File: config.mk
export PLATFORM = sky130hd
export DESIGN_NAME = sff_piso_tx
export DESIGN_NICKNAME = d
export VERILOG_FILES = /design/src/rtl/sff_piso_tx.sv
export SDC_FILE = /design/constraint.sdc
export NUM_CORES = 1
export LEC_CHECK = 0
export ABC_AREA = 1
export BUFFER_PORTS_ARGS = -buffer_cell sky130_fd_sc_hd__buf_2
export CELL_PAD_IN_SITES_DETAIL_PLACEMENT = 0
export CELL_PAD_IN_SITES_GLOBAL_PLACEMENT = 1
export CORE_MARGIN = 2
export CORE_UTILIZATION = 28
export CTS_CLUSTER_DIAMETER = 40
export CTS_CLUSTER_SIZE = 8
export DETAILED_ROUTE_END_ITERATION = 8
export PLACE_DENSITY_LB_ADDON = 0.1
export SYNTH_ARGS = -nofsm -noshare
export SYNTH_HDL_FRONTEND = slang
export SYNTH_SLANG_ARGS = --single-unit
export TNS_END_PERCENT = 20
File: constraint.sdc
create_clock -name ck -period 3.15 [get_ports ck]
set_input_delay 0.1575 -clock ck [delete_from_list [all_inputs] [get_ports ck]]
set_output_delay 0.1575 -clock ck [all_outputs]
set_load 0.02 [all_outputs]
File: src/rtl/sff_piso_tx.sv
// ============================================================================
//  Module   : sff_piso_tx
//  Brief    : Parallel-in/serial-out transmitter with valid/ready intake and
//             gap-free back-to-back frames. Optional trailing even-parity bit
//             enabled by macro SFF_PISO_TX_PARITY_EN.
//  Revision : 1.0 - initial release
// ============================================================================
`default_nettype none

module sff_piso_tx #(
  parameter int WIDTH     = 8,
  parameter bit MSB_FIRST = 1'b1
) (
  input  logic             ck,
  input  logic             rst,
  input  logic [WIDTH-1:0] din,
  input  logic             din_valid,
  output logic             din_ready,
  output logic             q,
  output logic             q_en,
  output logic             busy,
  output logic             done
);

`ifdef SFF_PISO_TX_PARITY_EN
  localparam int c_frame_len = WIDTH + 1;
`else
  localparam int c_frame_len = WIDTH;
`endif
  localparam int                 c_cnt_w   = $clog2(WIDTH + 1);
  localparam logic [c_cnt_w-1:0] c_last    = c_cnt_w'(c_frame_len - 1);
  localparam logic [c_cnt_w-1:0] c_prelast = c_cnt_w'(c_frame_len - 2);
  localparam logic [c_cnt_w-1:0] c_one     = c_cnt_w'(1);

  typedef enum logic [0:0] {
    S_IDLE  = 1'b0,
    S_SHIFT = 1'b1
  } state_t;

  state_t                 r_state;
  logic [c_cnt_w-1:0]     r_count;
  logic [c_frame_len-2:0] r_shreg;
  logic                   r_q;
  logic                   r_q_en;
  logic                   r_busy;
  logic                   r_done;

  logic [WIDTH-1:0]       w_ordered;
  logic [c_frame_len-1:0] w_frame;
  logic                   w_last_bit;
  logic                   w_accept;

  // w_ordered[0] is always the first bit on the line.
  generate
    if (MSB_FIRST) begin : g_msb_first
      for (genvar i = 0; i < WIDTH; i++) begin : g_rev
        assign w_ordered[i] = din[WIDTH-1-i];
      end
    end else begin : g_lsb_first
      assign w_ordered = din;
    end
  endgenerate

`ifdef SFF_PISO_TX_PARITY_EN
  assign w_frame = {^din, w_ordered};
`else
  assign w_frame = w_ordered;
`endif

  assign w_last_bit = (r_state == S_SHIFT) && (r_count == c_last);
  assign din_ready  = (r_state == S_IDLE) || w_last_bit;
  assign w_accept   = din_valid && din_ready;

  always_ff @(posedge ck) begin
    if (rst) begin
      r_state <= S_IDLE;
      r_count <= '0;
      r_shreg <= '0;
      r_q     <= 1'b0;
      r_q_en  <= 1'b0;
      r_busy  <= 1'b0;
      r_done  <= 1'b0;
    end else if (w_accept) begin
      // Accept from IDLE or in the last-bit cycle: first bit goes out next cycle.
      r_state <= S_SHIFT;
      r_count <= '0;
      r_q     <= w_frame[0];
      r_shreg <= w_frame[c_frame_len-1:1];
      r_q_en  <= 1'b1;
      r_busy  <= 1'b1;
      r_done  <= 1'b0;
    end else if (r_state == S_SHIFT) begin
      if (w_last_bit) begin
        r_state <= S_IDLE;
        r_count <= '0;
        r_q     <= 1'b0;
        r_q_en  <= 1'b0;
        r_busy  <= 1'b0;
        r_done  <= 1'b0;
      end else begin
        r_count <= r_count + c_one;
        r_q     <= r_shreg[0];
        r_shreg <= r_shreg >> 1;
        r_done  <= (r_count == c_prelast);
      end
    end
  end

  assign q    = r_q;
  assign q_en = r_q_en;
  assign busy = r_busy;
  assign done = r_done;

endmodule

`default_nettype wire

==> run summary <==
Layout cells sized above 1 - 33.3%
Via density per instance - 4.71
Slowest CP cell - dfxtp_1
Gate power share - 15.0%
Mapped Nets - 113
CP max FO - 20
Slew margin rel. - 67.5%
Die width - 58.4 um
Worst EP arrival - 1.57 ns
Vias in the first global route - 671
Syn Area/Cell - 8.28 sq um
Clk root buf - clkbuf_4
Layout fillers - 299
I/O Buffers - 15
Resized cells post-CTS - 0
Path depth of the worst reg2reg path - 6
Synth Instances - 100
Pint - 0.000269 W
CP cell instances - ha_1 > nand3_4 > nand2_4 > buf_2
Sequential cell area fraction in the yosys report - 36.3%
Pwr dens - 418 nW/um^2
Met1 usage - 16.3%
Overflow after GRT - 0
Fin nets - 128
WP buf/inv - 1
Synth top area share - 36.3%
Worst skew pair latency - 0.29 ns
Sequential power share - 54.6%
Largest area contributor in the netlist - dfxtp_1
Hold Path Cell Cnt - 2
Largest net degree at the start of global routing - 21
Die area - 3410 sq um
Gr busiest metal - met2
Worst VDD drop - 0.000315 V
Maxcap violations - 0
CP Depth - 4
Largest stage delay, worst path - 0.38 ns
First-pass detailed-route iteration total - 4
Die Y - 58.4 um
Fin Setup TNS - 0 ns
Crit end category - output port
# rows - 19
Crit path max-delay family - simple AND/OR/NAND/NOR gates
Achievable clock frequency - 578 MHz
Critical Path RT - 2.99 ns
Ports - 16
Final Hold Fails - 0
Initial Util - 29.8%
Clock power frac - 30.4%
Clock-pin slew on the worst setup and hold paths - 0.10 ns
DRC viols - 0
Unrepaired setup endpoints after global routing - false
Netlist cell types - 21
Post-Syn Area - 828 sq um
GRT Util Overall - 12.0%
Hold Crit Class - primary input to flop
Main area contributors after synthesis - dfxtp_1, nand3_2, nand3_1, nand2_1, inv_1
N_diodes - 0
First-pass GRT wire length - 3130 um
Grt met3 use - 4.40%
Synth-to-Final Area Change - 9.97%
WL per Instance - 12.2 um
Clock Path Buffers - 2
Yosys warns - 0
Core Area - 2780 sq um
Clock Sinks - 15
Startpoint class of the critical path - flop
Hold buffer count at cts - 0
Antenna violations before repair - 0
H-tree levels - 1
Final HPWL DP - 1240 um
Num CTS Buffers - 3
Met2 usage - 17.7%
Final Cycle Share - 55.0%
Sw Ratio - 29.5%
Worst slew pin tran - 0.487 ns
CTS tree - done
Net Sw Power - 0.000112 W
Total Power - 0.000381 W
P_leak - 0.403 nW
ANT nets after route - 0
Routed WL - 1760 um
Final setup vio count - 0
GPL Wtd Cong - 0.672
Crit path time final - 1.73 ns
Crit path kind - flop to output port
Max-slew violations - 0
Via count - 683
DRT iter0 DRCs - 16
Yosys reg bits - 15
Worst Skew - 0.00320 ns
Status - completed
Post-CTS Setup Repair Bufs - 0
worst paths after layout:
| check | start | endpoint | slack [ns] |
|---|---|---|---|
| setup reg to reg | r_count[1]$_SDFFE_PP0P_ | done$_SDFFE_PP0P_ | 1.70 |
| setup / recovery | r_count[1]$_SDFFE_PP0P_ | din_ready | 1.42 |
| hold / removal | rst | r_shreg[6]$_SDFFE_PP0P_ | 0.08 |
| hold reg to reg | r_count[3]$_SDFFE_PP0P_ | r_count[3]$_SDFFE_PP0P_ | 0.49 |
cell families after synthesis:
kind of cell	count (synthesis)	share of synthesized area, %
buf+inv	18	12.8
fa+ha+maj	2	3.02
compound gates	12	8.01
simple gates	53	39.9
flops	15	36.3
worst register-to-register path, cell delays in order, from the launching register on:
cell and delay (ns):
dfxtp_1 0.38, ha_1 0.25, nand3_4 0.16, nand2_4 0.27, nand2_2 0.10, nand2_2 0.14, nor2_1 0.07
per-stage QoR:
stage / hold WS (ns) / std cells / util, % / area [sq um] / worst slack, ns
2_1_floorplan: 0.220 / 100 / - / 828 / 1.92
3_3_place_gp: 0.385 / 141 / 31.8 / 885 / 1.75
3_5_place_dp: 0.382 / 141 / 31.8 / 885 / 1.71
4_1_cts: 0.0687 / 145 / 32.7 / 911 / 1.40
5_1_grt: 0.0692 / 145 / 32.7 / 911 / 1.26
6_report: 0.0767 / 145 / 32.7 / 911 / 1.42
sequential cells by signal, indices dropped and copies added, names as in the netlist:
name / flops
r_shreg: 7
r_count: 4
busy: 1
done: 1
q: 1
r_state: 1
layout make-up:
cell class | instances | area, sq um | area share, %
well taps | 31 | 38.8 | 4.26
repair buffers | 15 | 75.1 | 8.24
clock buffers | 4 | 26.3 | 2.88
inverters | 13 | 48.8 | 5.36
multi-input cells | 67 | 422 | 46.3
flip-flops and latches | 15 | 300 | 33.0
metal layers:
layer	vias up	wire length (um)
li1	360	-
met1	305	897
met4	0	18
met3	2	112
met2	16	733
met5	-	0
power by group through the flow:
stage	Combinational, W	Clock (W)	Sequential [W]
final	0.0000571	0.000116	0.000208
after floorplan	0.0000483	0	0.000211
after detailed placement	0.0000575	0	0.000212
after CTS	0.0000582	0.000119	0.000208
after global routing	0.0000649	0.000130	0.000210
after global placement	0.0000578	0	0.000213
cells in the final DEF (no fill, tap or decap):
| cell | n |
|---|---|
| ha_1 | 2 |
| clkbuf_1 | 1 |
| o21a_1 | 1 |
| nand2_4 | 1 |
| nand3b_1 | 1 |
| nand3_2 | 11 |
| nand2_2 | 2 |
| buf_2 | 15 |
| or2_1 | 1 |
| inv_2 | 3 |
| a21oi_2 | 1 |
| inv_1 | 10 |
| clkbuf_4 | 3 |
| a21oi_1 | 6 |
| nor3_2 | 1 |
| nand3_1 | 19 |
| o21ai_0 | 4 |
| nand2_1 | 12 |
| nand3_4 | 1 |
| nor2_1 | 4 |
| dfxtp_1 | 15 |
Yosys cell counts:
| cell type | count |
|---|---|
| a21oi_1 | 6 |
| inv_1 | 10 |
| buf_8 | 1 |
| or2_1 | 1 |
| buf_4 | 3 |
| buf_12 | 1 |
| o21ai_0 | 4 |
| ha_1 | 2 |
| o21a_1 | 1 |
| dfxtp_1 | 15 |
| nor2_1 | 4 |
| nand3_1 | 19 |
| inv_2 | 3 |
| a21oi_2 | 1 |
| nand2_1 | 12 |
| nand3b_1 | 1 |
| nand3_2 | 11 |
| nand2_2 | 2 |
| nand3_4 | 1 |
| nor3_2 | 1 |
| nand2_4 | 1 |
No activity file was read; power rests on OpenSTA's default activity.
